`src/rtl/synth_cfg_pkg.sv`:
```
// Shared definitions for the synth config write path: field widths,
// address-byte layout, strobe timing floors and FSM state encodings.
package synth_cfg_pkg;

  localparam int CFG_INDEX_BITS = 4;
  localparam int CFG_DATA_BITS  = 8;

  // Address byte: bit 7 enables pointer auto-increment, bits [3:0] load it.
  localparam int AUTO_INC_BIT = 7;

  // The synth needs 2 cycles of strobe synchroniser plus up to 5 override
  // retry stalls plus 1 cycle of margin before it reliably sees a level.
  localparam int STROBE_MIN_HIGH = 8;
  localparam int STROBE_MIN_LOW  = 4;

  typedef enum logic {
    RX_WAIT_ADDR,
    RX_DATA
  } rx_state_t;

  typedef enum logic [1:0] {
    STB_IDLE,
    STB_HIGH,
    STB_LOW
  } stb_state_t;

  // Byte index layout used by the synth: {word[2:0], hi_byte}.
  function automatic logic [CFG_INDEX_BITS-1:0] cfg_index_enc(
    input logic [2:0] word,
    input logic       hi_byte
  );
    return {word, hi_byte};
  endfunction

endpackage

```
`src/rtl/cfg_write_fifo.sv`:
```
// Small synchronous FIFO for pending config writes. Pushes while full and
// pops while empty are ignored; the read port shows the head entry, so a
// pop in the same cycle as a push always returns the older contents.
module cfg_write_fifo #(
  parameter int WIDTH = 12,
  parameter int DEPTH = 4
) (
  input  logic             clk,
  input  logic             rst_n,
  input  logic             push,
  input  logic [WIDTH-1:0] push_data,
  input  logic             pop,
  output logic [WIDTH-1:0] pop_data,
  output logic             full,
  output logic             empty
);

  localparam int AW = $clog2(DEPTH);

  logic [WIDTH-1:0] mem [DEPTH];
  logic [AW:0]      wr_ptr;
  logic [AW:0]      rd_ptr;
  logic             do_push;
  logic             do_pop;

  // Extra pointer MSB separates full from empty when the low bits match.
  assign full     = (wr_ptr[AW] != rd_ptr[AW]) && (wr_ptr[AW-1:0] == rd_ptr[AW-1:0]);
  assign empty    = (wr_ptr == rd_ptr);
  assign do_push  = push && !full;
  assign do_pop   = pop && !empty;
  assign pop_data = mem[rd_ptr[AW-1:0]];

  // Pointer update; reset discards everything queued.
  always_ff @(posedge clk) begin
    if (!rst_n) begin
      wr_ptr <= '0;
      rd_ptr <= '0;
    end else begin
      if (do_push) wr_ptr <= wr_ptr + (AW+1)'(1);
      if (do_pop)  rd_ptr <= rd_ptr + (AW+1)'(1);
    end
  end

  // Storage needs no reset; the pointers define what is valid.
  always_ff @(posedge clk) begin
    if (do_push) mem[wr_ptr[AW-1:0]] <= push_data;
  end

endmodule

```
`src/rtl/serial_cfg_loader.sv`:
```
// SPI mode-0 receiver that turns frames of {address byte, data bytes...}
// into queued byte writes, replayed to the synth as index/data plus a
// slow strobe that survives its synchroniser and retry stalls.
module serial_cfg_loader
  import synth_cfg_pkg::*;
#(
  parameter int SYNC_STAGES = 2,
  parameter int FIFO_DEPTH  = 4,
  parameter int STROBE_HIGH = 12,
  parameter int STROBE_LOW  = 12,
  parameter int INDEX_BITS  = CFG_INDEX_BITS
) (
  input  logic                  clk,
  input  logic                  rst_n,
  input  logic                  sck,
  input  logic                  cs_n,
  input  logic                  mosi,
  output logic                  cfg_strobe,
  output logic [INDEX_BITS-1:0] cfg_index,
  output logic [7:0]            cfg_data,
  output logic                  busy,
  output logic                  overflow
);

  localparam int ENTRY_W = INDEX_BITS + CFG_DATA_BITS;
  localparam int CNT_MAX = (STROBE_HIGH > STROBE_LOW) ? STROBE_HIGH : STROBE_LOW;
  localparam int CNT_W   = $clog2(CNT_MAX);

  // ---------------- input synchronisers ----------------
  logic [SYNC_STAGES-1:0] sck_sync, cs_sync, mosi_sync;
  logic sck_d, cs_d;
  logic sck_s, cs_s, mosi_s;
  logic sck_rise, cs_fall;

  assign sck_s    = sck_sync[SYNC_STAGES-1];
  assign cs_s     = cs_sync[SYNC_STAGES-1];
  assign mosi_s   = mosi_sync[SYNC_STAGES-1];
  assign sck_rise = sck_s && !sck_d;
  assign cs_fall  = !cs_s && cs_d;

  // Bring the SPI pins into clk; one extra copy of sck/cs_n for edge detect.
  always_ff @(posedge clk) begin
    if (!rst_n) begin
      sck_sync  <= '0;
      cs_sync   <= '1;
      mosi_sync <= '0;
      sck_d     <= 1'b0;
      cs_d      <= 1'b1;
    end else begin
      sck_sync  <= {sck_sync[SYNC_STAGES-2:0], sck};
      cs_sync   <= {cs_sync[SYNC_STAGES-2:0], cs_n};
      mosi_sync <= {mosi_sync[SYNC_STAGES-2:0], mosi};
      sck_d     <= sck_s;
      cs_d      <= cs_s;
    end
  end

  // ---------------- frame receiver ----------------
  rx_state_t             rx_state;
  logic [2:0]            bit_cnt;
  logic [6:0]            shreg;
  logic [INDEX_BITS-1:0] ptr;
  logic                  auto_inc;
  logic [7:0]            rx_byte;
  logic                  bit_en;
  logic                  push;

  // mosi_s is aligned with sck_s, so the bit completing a byte is live here.
  assign rx_byte = {shreg, mosi_s};
  assign bit_en  = sck_rise && !cs_s && !cs_fall;
  assign push    = bit_en && (bit_cnt == 3'd7) && (rx_state == RX_DATA);

  // Shift MSB-first; deselect throws away any partial byte and restarts framing.
  always_ff @(posedge clk) begin
    if (!rst_n) begin
      rx_state <= RX_WAIT_ADDR;
      bit_cnt  <= '0;
      shreg    <= '0;
      ptr      <= '0;
      auto_inc <= 1'b0;
    end else if (cs_s || cs_fall) begin
      rx_state <= RX_WAIT_ADDR;
      bit_cnt  <= '0;
    end else if (bit_en) begin
      shreg   <= rx_byte[6:0];
      bit_cnt <= bit_cnt + 3'd1;
      if (bit_cnt == 3'd7) begin
        if (rx_state == RX_WAIT_ADDR) begin
          ptr      <= rx_byte[INDEX_BITS-1:0];
          auto_inc <= rx_byte[AUTO_INC_BIT];
          rx_state <= RX_DATA;
        end else if (auto_inc) begin
          // Advances even if the write was dropped, so later bytes keep their slots.
          ptr <= ptr + INDEX_BITS'(1);
        end
      end
    end
  end

  // ---------------- write queue ----------------
  logic [ENTRY_W-1:0] head;
  logic               fifo_full, fifo_empty, pop;
  stb_state_t         stb_state;

  assign pop = (stb_state == STB_IDLE) && !fifo_empty;

  cfg_write_fifo #(
    .WIDTH (ENTRY_W),
    .DEPTH (FIFO_DEPTH)
  ) u_fifo (
    .clk       (clk),
    .rst_n     (rst_n),
    .push      (push),
    .push_data ({ptr, rx_byte}),
    .pop       (pop),
    .pop_data  (head),
    .full      (fifo_full),
    .empty     (fifo_empty)
  );

  // Sticky drop indicator; only reset clears it.
  always_ff @(posedge clk) begin
    if (!rst_n)                 overflow <= 1'b0;
    else if (push && fifo_full) overflow <= 1'b1;
  end

  // ---------------- strobe sequencer ----------------
  logic [CNT_W-1:0] cnt;

  // Index/data load only when a write starts and hold through HIGH and LOW.
  always_ff @(posedge clk) begin
    if (!rst_n) begin
      stb_state  <= STB_IDLE;
      cfg_strobe <= 1'b0;
      cfg_index  <= '0;
      cfg_data   <= '0;
      cnt        <= '0;
    end else begin
      case (stb_state)
        STB_IDLE: begin
          if (!fifo_empty) begin
            cfg_index  <= head[ENTRY_W-1:CFG_DATA_BITS];
            cfg_data   <= head[CFG_DATA_BITS-1:0];
            cfg_strobe <= 1'b1;
            cnt        <= CNT_W'(STROBE_HIGH - 1);
            stb_state  <= STB_HIGH;
          end
        end
        STB_HIGH: begin
          if (cnt == '0) begin
            cfg_strobe <= 1'b0;
            cnt        <= CNT_W'(STROBE_LOW - 1);
            stb_state  <= STB_LOW;
          end else begin
            cnt <= cnt - CNT_W'(1);
          end
        end
        STB_LOW: begin
          if (cnt == '0) stb_state <= STB_IDLE;
          else           cnt <= cnt - CNT_W'(1);
        end
        default: stb_state <= STB_IDLE;
      endcase
    end
  end

  // busy lags the queue/sequencer state by one cycle.
  always_ff @(posedge clk) begin
    if (!rst_n) busy <= 1'b0;
    else        busy <= !fifo_empty || (stb_state != STB_IDLE);
  end

endmodule

```
`config.mk`:
```
export PLATFORM = sky130hd
export DESIGN_NAME = serial_cfg_loader
export DESIGN_NICKNAME = d
export VERILOG_FILES = /design/src/rtl/synth_cfg_pkg.sv /design/src/rtl/cfg_write_fifo.sv /design/src/rtl/serial_cfg_loader.sv
export SDC_FILE = /design/constraint.sdc
export NUM_CORES = 1
export LEC_CHECK = 0
export ABC_AREA = 0
export ABC_CLOCK_PERIOD_IN_PS = 2900
export BUFFER_PORTS_ARGS = -buffer_cell sky130_fd_sc_hd__buf_2
export CAP_MARGIN = 25
export CELL_PAD_IN_SITES_DETAIL_PLACEMENT = 0
export CELL_PAD_IN_SITES_GLOBAL_PLACEMENT = 2
export CORE_MARGIN = 4
export CORE_UTILIZATION = 25
export CTS_CLUSTER_DIAMETER = 120
export DETAILED_ROUTE_END_ITERATION = 8
export PLACE_DENSITY = 0.6
export RECOVER_POWER = 50
export SKIP_LAST_GASP = 1
export SLEW_MARGIN = 0
export SYNTH_ARGS = -nofsm -noshare
export SYNTH_HDL_FRONTEND = slang
export SYNTH_SLANG_ARGS = --single-unit
```
`constraint.sdc`:
```
create_clock -name clk -period 2.9 [get_ports clk]
set_input_delay 0.435 -clock clk [delete_from_list [all_inputs] [get_ports clk]]
set_output_delay 0.435 -clock clk [all_outputs]
set_load 0.1 [all_outputs]
```
# Word-level counts from Yosys, hierarchy flattened
# Memories as Yosys holds them, arrays and structs flattened. A register that Yosys moved wholly into a read port is not among the register bits.
# Cells that the tools add are included.
classes:
  shifts: 0
  reduce_logical: 33
  muxes: 15
  multipliers: 0
  n_addsub: 5
  n_lt_le_gt_ge: 0
  n_div: 0
  bitwise_logic: 4
  eq_ne: 11
op_table:
  columns: ["cell", "count"]
  rows:
  - ["2-to-1 mux 4 bit", 5]
  - ["one-hot mux 4 bit (3 select lines)", 1]
  - ["logical AND 1 bit", 11]
  - ["adder 3 x 1 -> 3 bit, second input constant", 3]
  - ["AND reduction 3 bit", 3]
  - ["!= test 2 bit, second input constant", 4]
  - ["AND reduction 4 bit", 2]
  - ["zero test 1 bit", 6]
  - ["2-to-1 mux 2 bit", 3]
  - ["one-hot mux 2 bit (3 select lines)", 1]
  - ["AND reduction 2 bit", 3]
  - ["adder 4 x 1 -> 4 bit, second input constant", 1]
  - ["zero test 4 bit", 1]
  - ["2-to-1 mux 1 bit", 4]
  - ["inverter 1 bit", 4]
  - ["nonzero test 2 bit", 2]
  - ["subtractor 4 x 1 -> 4 bit, second input constant", 1]
  - ["equality test 3 bit", 1]
  - ["equality test 3 bit, second input constant", 1]
  - ["nonzero test 3 bit", 1]
  - ["equality test 2 x 1 -> 1 bit, second input constant", 1]
  - ["equality test 2 bit", 1]
  - ["equality test 2 bit, second input constant", 1]
  - ["zero test 2 bit", 1]
  - ["5 further kinds", 6]
totals:
  ramBits: 48
  word_cells: 86
  mem_bits_ro: 0
  n_memories: 1
  latchBits: 0
  regBits: 39
memory_table:
  columns: ["memory", "depth", "width", "read_ports", "rd_ports_with_merged_regs", "write_ports", "line_no", "text"]
  rows:
  - ["u_fifo.mem", 4, 12, 1, 1, 1, "cfg_write_fifo.sv:20", "logic [WIDTH-1:0] mem [DEPTH];"]

# Logic depth before layout (Yosys ltp)
# Gate-level depths: netlist of the first run.
logic_depth:
  depth_word: 9
  mapped_depth: 7
  mapped_depth_nobuf: 6

# By module
# From an unflattened synthesis of the first run, not the netlist that was laid out.
unflattened:
  cells_unflattened: 341
  area_unflattened_um2: 4137.7
modules_own_cells:
  columns: ["module", "seq_area_each_um2", "instances", "area_each_um2", "cells_per_inst"]
  rows:
  - ["cfg_write_fifo", 1601.5, 1, 2294.7, 130]
  - ["serial_cfg_loader", 900.9, 1, 1843.0, 211]

# Worst setup path after synthesis of the first run
# No wires, ideal clock.
synth_timing:
  kind: "register to register"
  startpoint: "register sck_d"
  endpoint: "memory u_fifo.mem[3][0] (enable)"
  setup_time_ns: 0.359
  arrival_ns: 1.662
  path_stages_with_launch: 4
  synth_period_minus_slack_ns: 2.020
  t_required_ns: 2.541
  slack_ns: 0.880
  n_path_buf: 0
  path_cell_list: "dfxtp_1 -> or4b_4 -> a311oi_4 -> and2_1"
synth_via:
  elab_chain_cells: 9
synth_rtl:
  columns: ["item", "line_no", "text"]
  rows:
  - ["start, declared", "serial_cfg_loader.sv:31", "logic sck_d, cs_d;"]
  - ["start signal, assigned", "serial_cfg_loader.sv:53", "sck_d <= sck_s;"]
  - ["zero test 1 bit", "serial_cfg_loader.sv:38", "assign sck_rise = sck_s && !sck_d;"]
  - ["logical AND 1 bit", "serial_cfg_loader.sv:38", null]
  - ["logical AND 1 bit (2 in a row)", "serial_cfg_loader.sv:70", "assign bit_en = sck_rise && !cs_s && !cs_fall;"]
  - ["logical AND 1 bit (2 in a row)", "serial_cfg_loader.sv:71", "assign push = bit_en && (bit_cnt == 3'd7) && (rx_state == RX_DATA);"]
  - ["logical AND 1 bit", "cfg_write_fifo.sv:29", "assign do_push = push && !full;"]
  - ["2-to-1 mux 1 bit", "cfg_write_fifo.sv:46", "if (do_push) mem[wr_ptr[AW-1:0]] <= push_data;"]
  - ["2-to-1 mux 1 bit (implied by the code)", "cfg_write_fifo.sv:46", null]
  - ["end, declared", "cfg_write_fifo.sv:20", null]
# No other way between the ends.

# Worst setup path in the final report of the first run
layout_timing:
  startpoint: "register cs_sync[1]"
  endpoint: "memory u_fifo.mem[1][4] (enable)"
layout_via:
  elab_chain_cells: 9
layout_rtl:
  columns: ["item", "line_no", "text"]
  rows:
  - ["start, declared", "serial_cfg_loader.sv:30", "logic [SYNC_STAGES-1:0] sck_sync, cs_sync, mosi_sync;"]
  - ["start signal, assigned", "serial_cfg_loader.sv:51", "cs_sync <= {cs_sync[SYNC_STAGES-2:0], cs_n};"]
  - ["zero test 1 bit (*)", "serial_cfg_loader.sv:39, serial_cfg_loader.sv:70", null]
  - ["logical AND 1 bit", "serial_cfg_loader.sv:39", "assign cs_fall = !cs_s && cs_d;"]
  - ["zero test 1 bit", "serial_cfg_loader.sv:70", null]
  - ["logical AND 1 bit (*)", "serial_cfg_loader.sv:70", null]
  - ["logical AND 1 bit (*) (2 in a row)", "serial_cfg_loader.sv:71", null]
  - ["logical AND 1 bit (*)", "cfg_write_fifo.sv:29", null]
  - ["2-to-1 mux 1 bit (*)", "cfg_write_fifo.sv:46", null]
  - ["2-to-1 mux 1 bit (implied by the code) (*)", "cfg_write_fifo.sv:46", null]
# Every way passes the cells marked *; elsewhere a longest branch is shown, timed or not.

==> reports/qor.txt, run 1 <==
grt ovf: 0
Layout area overhead: 15.0%
clk slew on worst S/H paths: 0.06 ns
outcome: complete, but fails checks
Hold Fails Final Rpt: 0
Max-Cap Viols: 1
cell row count: 46
Synth warnings: 0
area occupied by multi-input gates: 1450 um^2
CP max stage delay: 0.75 ns
Gate Count Post-Synth: 327
VDD IR max: 0.270 mV
number of synthesized flops with an enable pin: 48
final setup vio count: 0
height of the die: 135 um
Die W: 135 um
Worst setup SP type: flip-flop
CORE AREA: 15,900 um^2
Max Clock Skew: 0.00718 ns
CTS tree: built
Filler cells: 1,673
crit end category: flip-flop
Synth cell types: 48
Vias/cell: 4.30
CP Data Required Time: 2.87 ns
H-tree levels: 3
Cell Chain, Critical Path: or4b_1 -> a311oi_4 -> and2_1
post-synthesis instance area: 4050 um^2
Starting Density: 25.5%
PwrDens: 764 nW/um^2
routed vias: 2,428
Hold Buf Count CTS: 0
top post-synthesis cells by area: edfxtp_1 (36%), dfxtp_1 (25%), mux4_2 (6.7%)
Synth area leader: edfxtp_1
post-CTS setup buffers: 0
slew margin rel.: -29.3%
Post-Syn Area per Cell: 12.4 um^2
register area: 2460 um^2
Final HPWL DP: 5270 um
drt drc: 0
Placed Instance Area: 4390 um^2
clock sinks: 99
family with the most delay on the worst path: simple AND/OR/NAND/NOR gates
drt pass-1 iters: 5
dominant synthesized flop cell: dfxtp_1
critical-path maximum fanout: 12
#FFs+latches synth: 99
Leak: 1.54 nW
GPL Wtd Cong: 0.712
Layout Nets: 363
Total GRT Usage: 9.04%
Tightest Pin Transition: 1.94 ns
Ports: 20
Final TNS setup: 0 ns
Hold/Removal Path Class: input pin to flip-flop
RSZ-0062 raised after global routing: false
Setup CP Type: flip-flop to flip-flop
largest net degree at the start of global routing: 45
post-route cell area: 4660 um^2
crit path time final: 2.54 ns
violated checks: capacitance limit, slew limit
WL/cell: 13.8 um
share of layout cells above drive strength 1: 14.0%
clk buf depth: 2
first-pass GRT wire length: 12,800 um
# port buffers: 19
later-pin clock latency in the skew report: 0.34 ns
Antenna Violating Nets Remaining: 0
share of the synthesized area in the top cell type: 35.6%
sequential-to-total area share from yosys stat: 60.8%
Starting DRT DRC Count: 205
vias in the first global route: 2,409
Max Clock Freq: 0.393 GHz
Async SR Flop Fraction: 0%
Root Buffer Master: clkbuf_16
CTS Buf Count: 9
CP bufs+invs: 0
critical path's slowest cell: or4b_1
initial antenna violation count: 0
Synth Net Count: 346
ANT cells: 0
die area: 18,300 um^2
fin crit share: 87.7%
CTS resizes: 0
Final Slew Violations: 45
final wirelength: 7810 um
Arrival @ worst endpoint: 2.51 ns
==> metal layers <==
| metal | up-vias | routed length (um) | GRT usage [%] |
|---|---|---|---|
| li1 | 1211 | - | - |
| met1 | 1166 | 3910 | 12.4 |
| met2 | 42 | 3510 | 13.9 |
| met3 | 9 | 260 | 1.86 |
| met4 | 0 | 135 | 4.03 |
| met5 | - | 0 | 0 |
==> report_power, final <==
part / internal (mW) / switching, mW
registers: 1.53 / 0.0414
clock network: 0.677 / 0.536
logic: 0.154 / 0.625
==> per-stage QoR <==
stage	hold WS (ns)	total power, mW	util, %	worst slack, ns	instances
floorplan	0.386	2.27	-	0.880	327
global placement	0.419	2.39	27.6	0.542	549
detailed placement	0.401	2.39	27.6	0.484	549
CTS	0.278	3.62	29.5	0.499	565
global route	0.279	3.72	29.3	0.203	565
finish	0.288	3.56	29.3	0.358	565
==> area by class of cell <==
class | count | share of cell area, %
inverter | 13 | 1.05
timing repair buffer | 26 | 2.71
sequential | 99 | 52.9
multi-input combinational | 195 | 31.1
clock inverter | 7 | 1.61
tap | 216 | 5.80
clock buffer | 9 | 4.84
==> cell families (layout without fill, tap and decap cells) <==
family                   count (synthesis)  count (layout)  share of synthesized area (%)
multiplexers                            16              16                           7.66
AND/OR/NAND/NOR                        100             100                           12.7
adder cells (fa/ha/maj)                 14              14                           4.33
AO/OA/AOI/OAI                           57              57                           9.21
buffers and inverters                   33              55                           3.55
XOR/XNOR                                 8               8                           1.73
flip-flops                              99              99                           60.8
==> registers in the layout (all words and copies together), names as in the netlist <==
signal / cells
cfg_strobe: 1
u_fifo.wr_ptr: 3
cs_d: 1
rx_state: 1
u_fifo.rd_ptr: 3
auto_inc: 1
sck_sync: 2
mosi_sync: 2
cfg_data: 8
overflow: 1
ptr: 4
cs_sync: 2
cfg_index: 4
shreg: 7
busy: 1
bit_cnt: 3
cnt: 4
u_fifo.mem: 48
stb_state: 2
sck_d: 1
==> placed cells by master (no fill, tap or decap), types with 2 or more instances in the layout <==
cell type and count:
nand3b_1 3, nor2b_1 2, mux4_2 12, clkbuf_16 9, buf_4 5, a211oi_1 3, clkbuf_1 13, ha_1 14
a311oi_1 2, edfxtp_1 48, buf_2 8, xnor2_1 4, o21ai_0 12, nor4_1 2, xor2_1 4, o21ai_1 9
inv_1 13, or3_1 2, nand3_1 17, inv_6 2, mux2i_1 4, dfxtp_1 51, nand2b_1 5, nor2_1 14
nand2_1 36, a21oi_1 18, and2_1 8
==> cells in the mapped netlist, types with 2 or more instances <==
| cell | number |
|---|---|
| a211oi_1 | 3 |
| a21oi_1 | 18 |
| a311oi_1 | 2 |
| and2_1 | 9 |
| buf_1 | 2 |
| buf_2 | 4 |
| buf_6 | 2 |
| clkbuf_1 | 12 |
| dfxtp_1 | 51 |
| edfxtp_1 | 48 |
| ha_1 | 14 |
| inv_1 | 13 |
| mux2i_1 | 4 |
| mux4_2 | 12 |
| nand2_1 | 36 |
| nand2b_1 | 5 |
| nand3_1 | 17 |
| nand3b_1 | 3 |
| nor2_1 | 14 |
| nor2b_1 | 2 |
| nor4_1 | 2 |
| o21ai_0 | 12 |
| o21ai_1 | 9 |
| o31ai_1 | 2 |
| or3_1 | 2 |
| xnor2_1 | 4 |
| xor2_1 | 4 |
==> worst paths after layout <==
kind                                 start                to  slack [ns]  cells past startpoint
worst max-delay path            cs_sync[1]  u_fifo.mem[1][4]        0.36                      3
worst min-delay path                  cs_n        cs_sync[0]        0.29                      2
worst max register to register  cs_sync[1]  u_fifo.mem[1][4]        0.36                      3
worst min register to register  cs_sync[0]        cs_sync[1]        0.42                      1
==> worst register-to-register path, stage by stage, from the launching register on <==
cell,delay (ns)
dfxtp_1,0.33
or4b_1,0.75
a311oi_4,0.49
and2_1,0.60
No activity file was read; power rests on OpenSTA's default activity.
==> inputs of run 2 (changes only) <==
- CAP_MARGIN: 25 -> 10
- GPL_TIMING_DRIVEN: default -> 0
==> run 2 against run 1 <==
Effect of this change:
- utilization hardly changed
- sequential power barely moved
- total power decreased by 2.8%
- the flow now finishes without violations
- clock skew is 0.0023 ns higher
- worst hold slack worse by 0.010 ns
- cell area up 0.13%
- register-to-register slack improved by 0.13 ns
- global-route usage grew 0.46 points
- die area unchanged
- first-iteration DRC count fell by 39%
- largest power group unchanged
- wire length grew 6.2%
==> reports/qor.txt, run 2 (synthesis gave the netlist of run 1 again) <==
Setup CP Type: flip-flop to flip-flop
Max-Cap Viols: 0
Antenna Violating Nets Remaining: 0
Hold Crit Endpoint: cs_sync[0]
Vias/cell: 4.30
Root Buffer Master: clkbuf_16
PwrDens: 742 nW/um^2
largest net degree at the start of global routing: 18
Overall Power: 3.46 mW
commonest cells after routing, fill and taps aside: dfxtp_1 (51), edfxtp_1 (48), nand2_1 (36)
Arrival @ worst endpoint: 2.38 ns
Reg2Reg Depth: 4
clk buf depth: 2
Final HPWL DP: 5820 um
Layout Nets: 375
Leak: 1.51 nW
CTS resizes: 0
crit path time final: 2.42 ns
grt ovf: 0
CTS tree: built
Die W: 135 um
outcome: finished, final reports clean
later-pin clock latency in the skew report: 0.34 ns
max reg flops: 48
Core Util, Final: 29.3%
ANT cells: 0
initial antenna violation count: 0
VDD IR max: 0.242 mV
fin crit share: 83.3%
crit end category: flip-flop
Hold Fails Final Rpt: 0
RSZ-0062 raised after global routing: false
slew margin rel.: 22.0%
Starting DRT DRC Count: 126
drt pass-1 iters: 4
worst hold stages: 2
R2R Setup Slk: 0.48 ns
Final TNS setup: 0 ns
post-CTS setup buffers: 0
final wirelength: 8300 um
WL/cell: 14.4 um
Tightest Pin Transition: 1.17 ns
GPL Wtd Cong: 0.713
CORE AREA: 15,900 um^2
critical-path maximum fanout: 12
CTS Buf Count: 9
die area: 18,300 um^2
Max Clock Skew: 0.00947 ns
CP Data Required Time: 2.86 ns
Placed Cells: 561
vias in the first global route: 2,435
# port buffers: 18
Max Clock Freq: 0.414 GHz
Hold/Removal Path Class: input pin to flip-flop
Non-Filler Instances: 577
Ports: 20
clk slew on worst S/H paths: 0.07 ns
reg-to-reg critical path endpoint: u_fifo.mem[1][3]
share of layout cells above drive strength 1: 12.2%
Hold Buf Count CTS: 0
clock sinks: 99
drt drc: 0
first-pass GRT wire length: 13,400 um
worst r2r src: u_fifo.rd_ptr[1]
Final Slew Violations: 0
Worst setup SP type: flip-flop
commonest non-fill, non-tap cell in the layout: dfxtp_1
Layout area overhead: 15.1%
Starting Density: 25.5%
Total GRT Usage: 9.51%
final setup vio count: 0
cell row count: 46
H-tree levels: 3
Hold Path Origin: cs_n
height of the die: 135 um
routed vias: 2,481
run 2: cell count changes in the layout (fill, tap and decap cells not counted), sizes merged:
cell | before | now
inv | 16 | 15
clkinvlp | 1 | 2
bufinv | 1 | 0
clkbuf | 22 | 38
buf | 13 | 10
run 2: critical path: stages, from the launching register on:
cell      delay, ns
dfxtp_1        0.34
clkbuf_1       0.34
xnor2_1        0.22
a311oi_4       0.48
and2_1         0.67
run 2: metal layers:
metal	share of wire, %	GRT usage (%)	vias up
li1	-	-	1245
met1	47	12.2	1192
met2	49	15.8	36
met3	2.9	2.08	8
met4	1.5	3.42	0
met5	0	0	-
run 2: power breakdown:
part	switching, mW	internal, mW	leakage, nW
clock network	0.521	0.591	0.131
registers	0.0425	1.53	0.861
logic	0.621	0.158	0.520
total	1.18	2.27	1.51
run 2: how the worst max path moves through the flow:
stage / startpoint / endpoint / depth (start not counted)
after floorplan: sck_d / u_fifo.mem[3][0] / 3
after global placement: u_fifo.rd_ptr[1] / u_fifo.mem[3][9] / 4
after detailed placement: u_fifo.rd_ptr[1] / u_fifo.mem[3][9] / 4
after CTS: u_fifo.rd_ptr[1] / u_fifo.mem[3][3] / 4
after global routing: u_fifo.rd_ptr[1] / u_fifo.mem[1][3] / 4
final: u_fifo.rd_ptr[1] / u_fifo.mem[1][3] / 4
run 2: area by class of cell:
type,instances,area (um^2)
multi-input cells,195,1440
inverters,13,48.8
well taps,216,270
clock inverters,6,48.8
fillers,1638,11200
clock buffers,10,229
flip-flops and latches,99,2460
repair buffers,18,71.3
plain buffers,20,93.8
run 2: through the flow:
stage / worst slack, ns / cell area, um^2 / hold slack [ns]
final: 0.484 / 4660 / 0.278
after global routing: 0.324 / 4660 / 0.279
after CTS: 0.431 / 4690 / 0.263
after detailed placement: 0.467 / 4410 / 0.401
after global placement: 0.465 / 4410 / 0.410
after floorplan: 0.880 / 4050 / 0.386
==> inputs of run 3 (changes only) <==
- ABC_CLOCK_PERIOD_IN_PS: 2900 -> 2100
- PLACE_DENSITY: 0.6 -> 0.62
- clock period: 2.9 -> 2.1 ns (I/O delays scaled with it)
==> run 3 against run 2 <==
Effect of this change:
- utilization up 0.49 points
- via count up 0.12%
- non-clock buffer count up 2
- sequential cell count unchanged
- setup slack worse by 0.37 ns
- critical endpoint is now u_fifo.mem[1][6]
- critical path depth down 1
==> reports/qor.txt, run 3 (synthesis gave the netlist of run 1 again) <==
CP bufs+invs: 0
crit end category: flip-flop
critical-path maximum fanout: 12
first-pass GRT wire length: 13,800 um
Final HPWL DP: 5820 um
GPL Wtd Cong: 0.705
# port buffers: 18
crit path time final: 1.98 ns
Setup CP Type: flip-flop to flip-flop
vias in the first global route: 2,487
grt ovf: 0
Layout area overhead: 17.0%
Die W: 135 um
R2R Setup Slk: 0.12 ns
largest net degree at the start of global routing: 17
Starting DRT DRC Count: 175
initial antenna violation count: 0
pre-CTS WS: -0.336 ns
max reg flops: 48
Antenna Violating Nets Remaining: 0
Max Clock Freq: 0.504 GHz
CORE AREA: 15,900 um^2
later-pin clock latency in the skew report: 0.34 ns
Overall Power: 4.92 mW
Cell Chain, Critical Path: or4b_4 -> a311oi_4 -> and2_4
worst hold stages: 2
clock sinks: 99
drt pass-1 iters: 4
commonest non-fill, non-tap cell in the layout: dfxtp_1
Hold Buf Count CTS: 0
RSZ-0062 raised after global routing: false
WL/cell: 14.3 um
outcome: finished, final reports clean
Hold Fails Final Rpt: 0
Tightest Pin Transition: 1.16 ns
post-route cell area: 4740 um^2
Hold Path Origin: cs_n
Leak: 1.60 nW
CP Data Required Time: 2.13 ns
family with the most delay on the worst path: simple AND/OR/NAND/NOR gates
Layout Nets: 377
commonest cells after routing, fill and taps aside: dfxtp_1 (51), edfxtp_1 (48), nand2_1 (36)
critical path's slowest cell: or4b_4
Final Slew Violations: 0
Hold/Removal Path Class: input pin to flip-flop
height of the die: 135 um
final wirelength: 8300 um
Placed Instance Area: 4410 um^2
final hold slack: 0.155 ns
CP max stage delay: 0.56 ns
reg-to-reg critical path endpoint: u_fifo.mem[1][6]
Ports: 20
H-tree levels: 3
clk slew on worst S/H paths: 0.06 ns
worst r2r src: sck_d
Max Clock Skew: 0.00426 ns
Total GRT Usage: 9.87%
ANT cells: 0
PwrDens: 1040 nW/um^2
Vias/cell: 4.29
Reg2Reg Depth: 3
Arrival @ worst endpoint: 2.02 ns
setup ws final: 0.117 ns
Max-Cap Viols: 0
Hold Crit Endpoint: cs_sync[0]
die area: 18,300 um^2
final setup vio count: 0
VDD IR max: 0.351 mV
fin crit share: 94.5%
share of layout cells above drive strength 1: 18.5%
Starting Density: 25.5%
Worst setup SP type: flip-flop
CTS tree: built
CTS Buf Count: 9
clk buf depth: 2
drt drc: 0
routed vias: 2,484
slew margin rel.: 22.9%
Root Buffer Master: clkbuf_16
cell row count: 46
## run 3: cell count changes in the layout (fill, tap and decap cells not counted), moves of 2 or more
| cell | delta |
|---|---|
| and2_4 | +4 |
| clkbuf_2 | +15 |
| and2_1 | -6 |
| clkbuf_1 | -16 |
| buf_4 | +2 |
| and2_0 | +2 |
## run 3: worst register-to-register path, stage by stage, from the launching register on
cell,delay [ns]
dfxtp_1,0.33
or4b_4,0.56
a311oi_4,0.44
and2_4,0.36
## run 3: repair_timing
| item | in CTS | in global routing |
|---|---|---|
| endpoints found under the setup margin | 56 | 59 |
| gates resized for setup | 5 | 7 |
| pin swaps | 0 | 1 |
| setup buffers | 0 | 2 |
## run 3: worst max-delay path by stage
| stage | startpoint | to | slack [ns] | cells past startpoint |
|---|---|---|---|---|
| 2_1_floorplan | sck_d | u_fifo.mem[3][0] | 0.08 | 3 |
| 5_1_grt | sck_d | u_fifo.mem[0][1] | 0.04 | 3 |
| 3_3_place_gp | u_fifo.rd_ptr[1] | u_fifo.mem[0][8] | -0.31 | 4 |
| 3_5_place_dp | u_fifo.rd_ptr[1] | u_fifo.mem[0][8] | -0.34 | 4 |
| 6_report | sck_d | u_fifo.mem[1][6] | 0.12 | 3 |
| 4_1_cts | u_fifo.rd_ptr[1] | u_fifo.mem[0][1] | -0.11 | 4 |
## run 3: layout make-up
class	count	area [um^2]
Clock inverter	6	63.8
Timing Repair Buffer	20	104
Inverter	13	48.8
Clock buffer	10	229
Buffer	20	96.3
Multi-Input combinational cell	195	1470
Sequential cell	99	2460
Tap cell	216	270
Fill cell	1643	11100
## run 3: where the power goes
group          switching [mW]  total (mW)  leakage [nW]  internal, mW
logic                   0.868        1.11         0.596         0.241
registers              0.0577        2.16         0.861          2.11
clock network           0.721        1.65         0.140         0.925
## run 3: metal layers
metal / global-route usage, % / wire length, um / part of all wire [%]
met5: 0 / 0 / 0
met4: 3.70 / 111 / 1.3
met3: 2.15 / 201 / 2.4
met2: 15.3 / 3930 / 47
met1: 13.6 / 4060 / 49
## run 3: through the flow
step                      TNS (ns)  util [%]  std cells
after CTS                    -4.68      29.7        577
after detailed placement    -15.45      27.8        561
final                            0      29.8        579
after floorplan                  0         -        327
after global placement      -14.99      27.8        561
after global routing             0      29.8        579
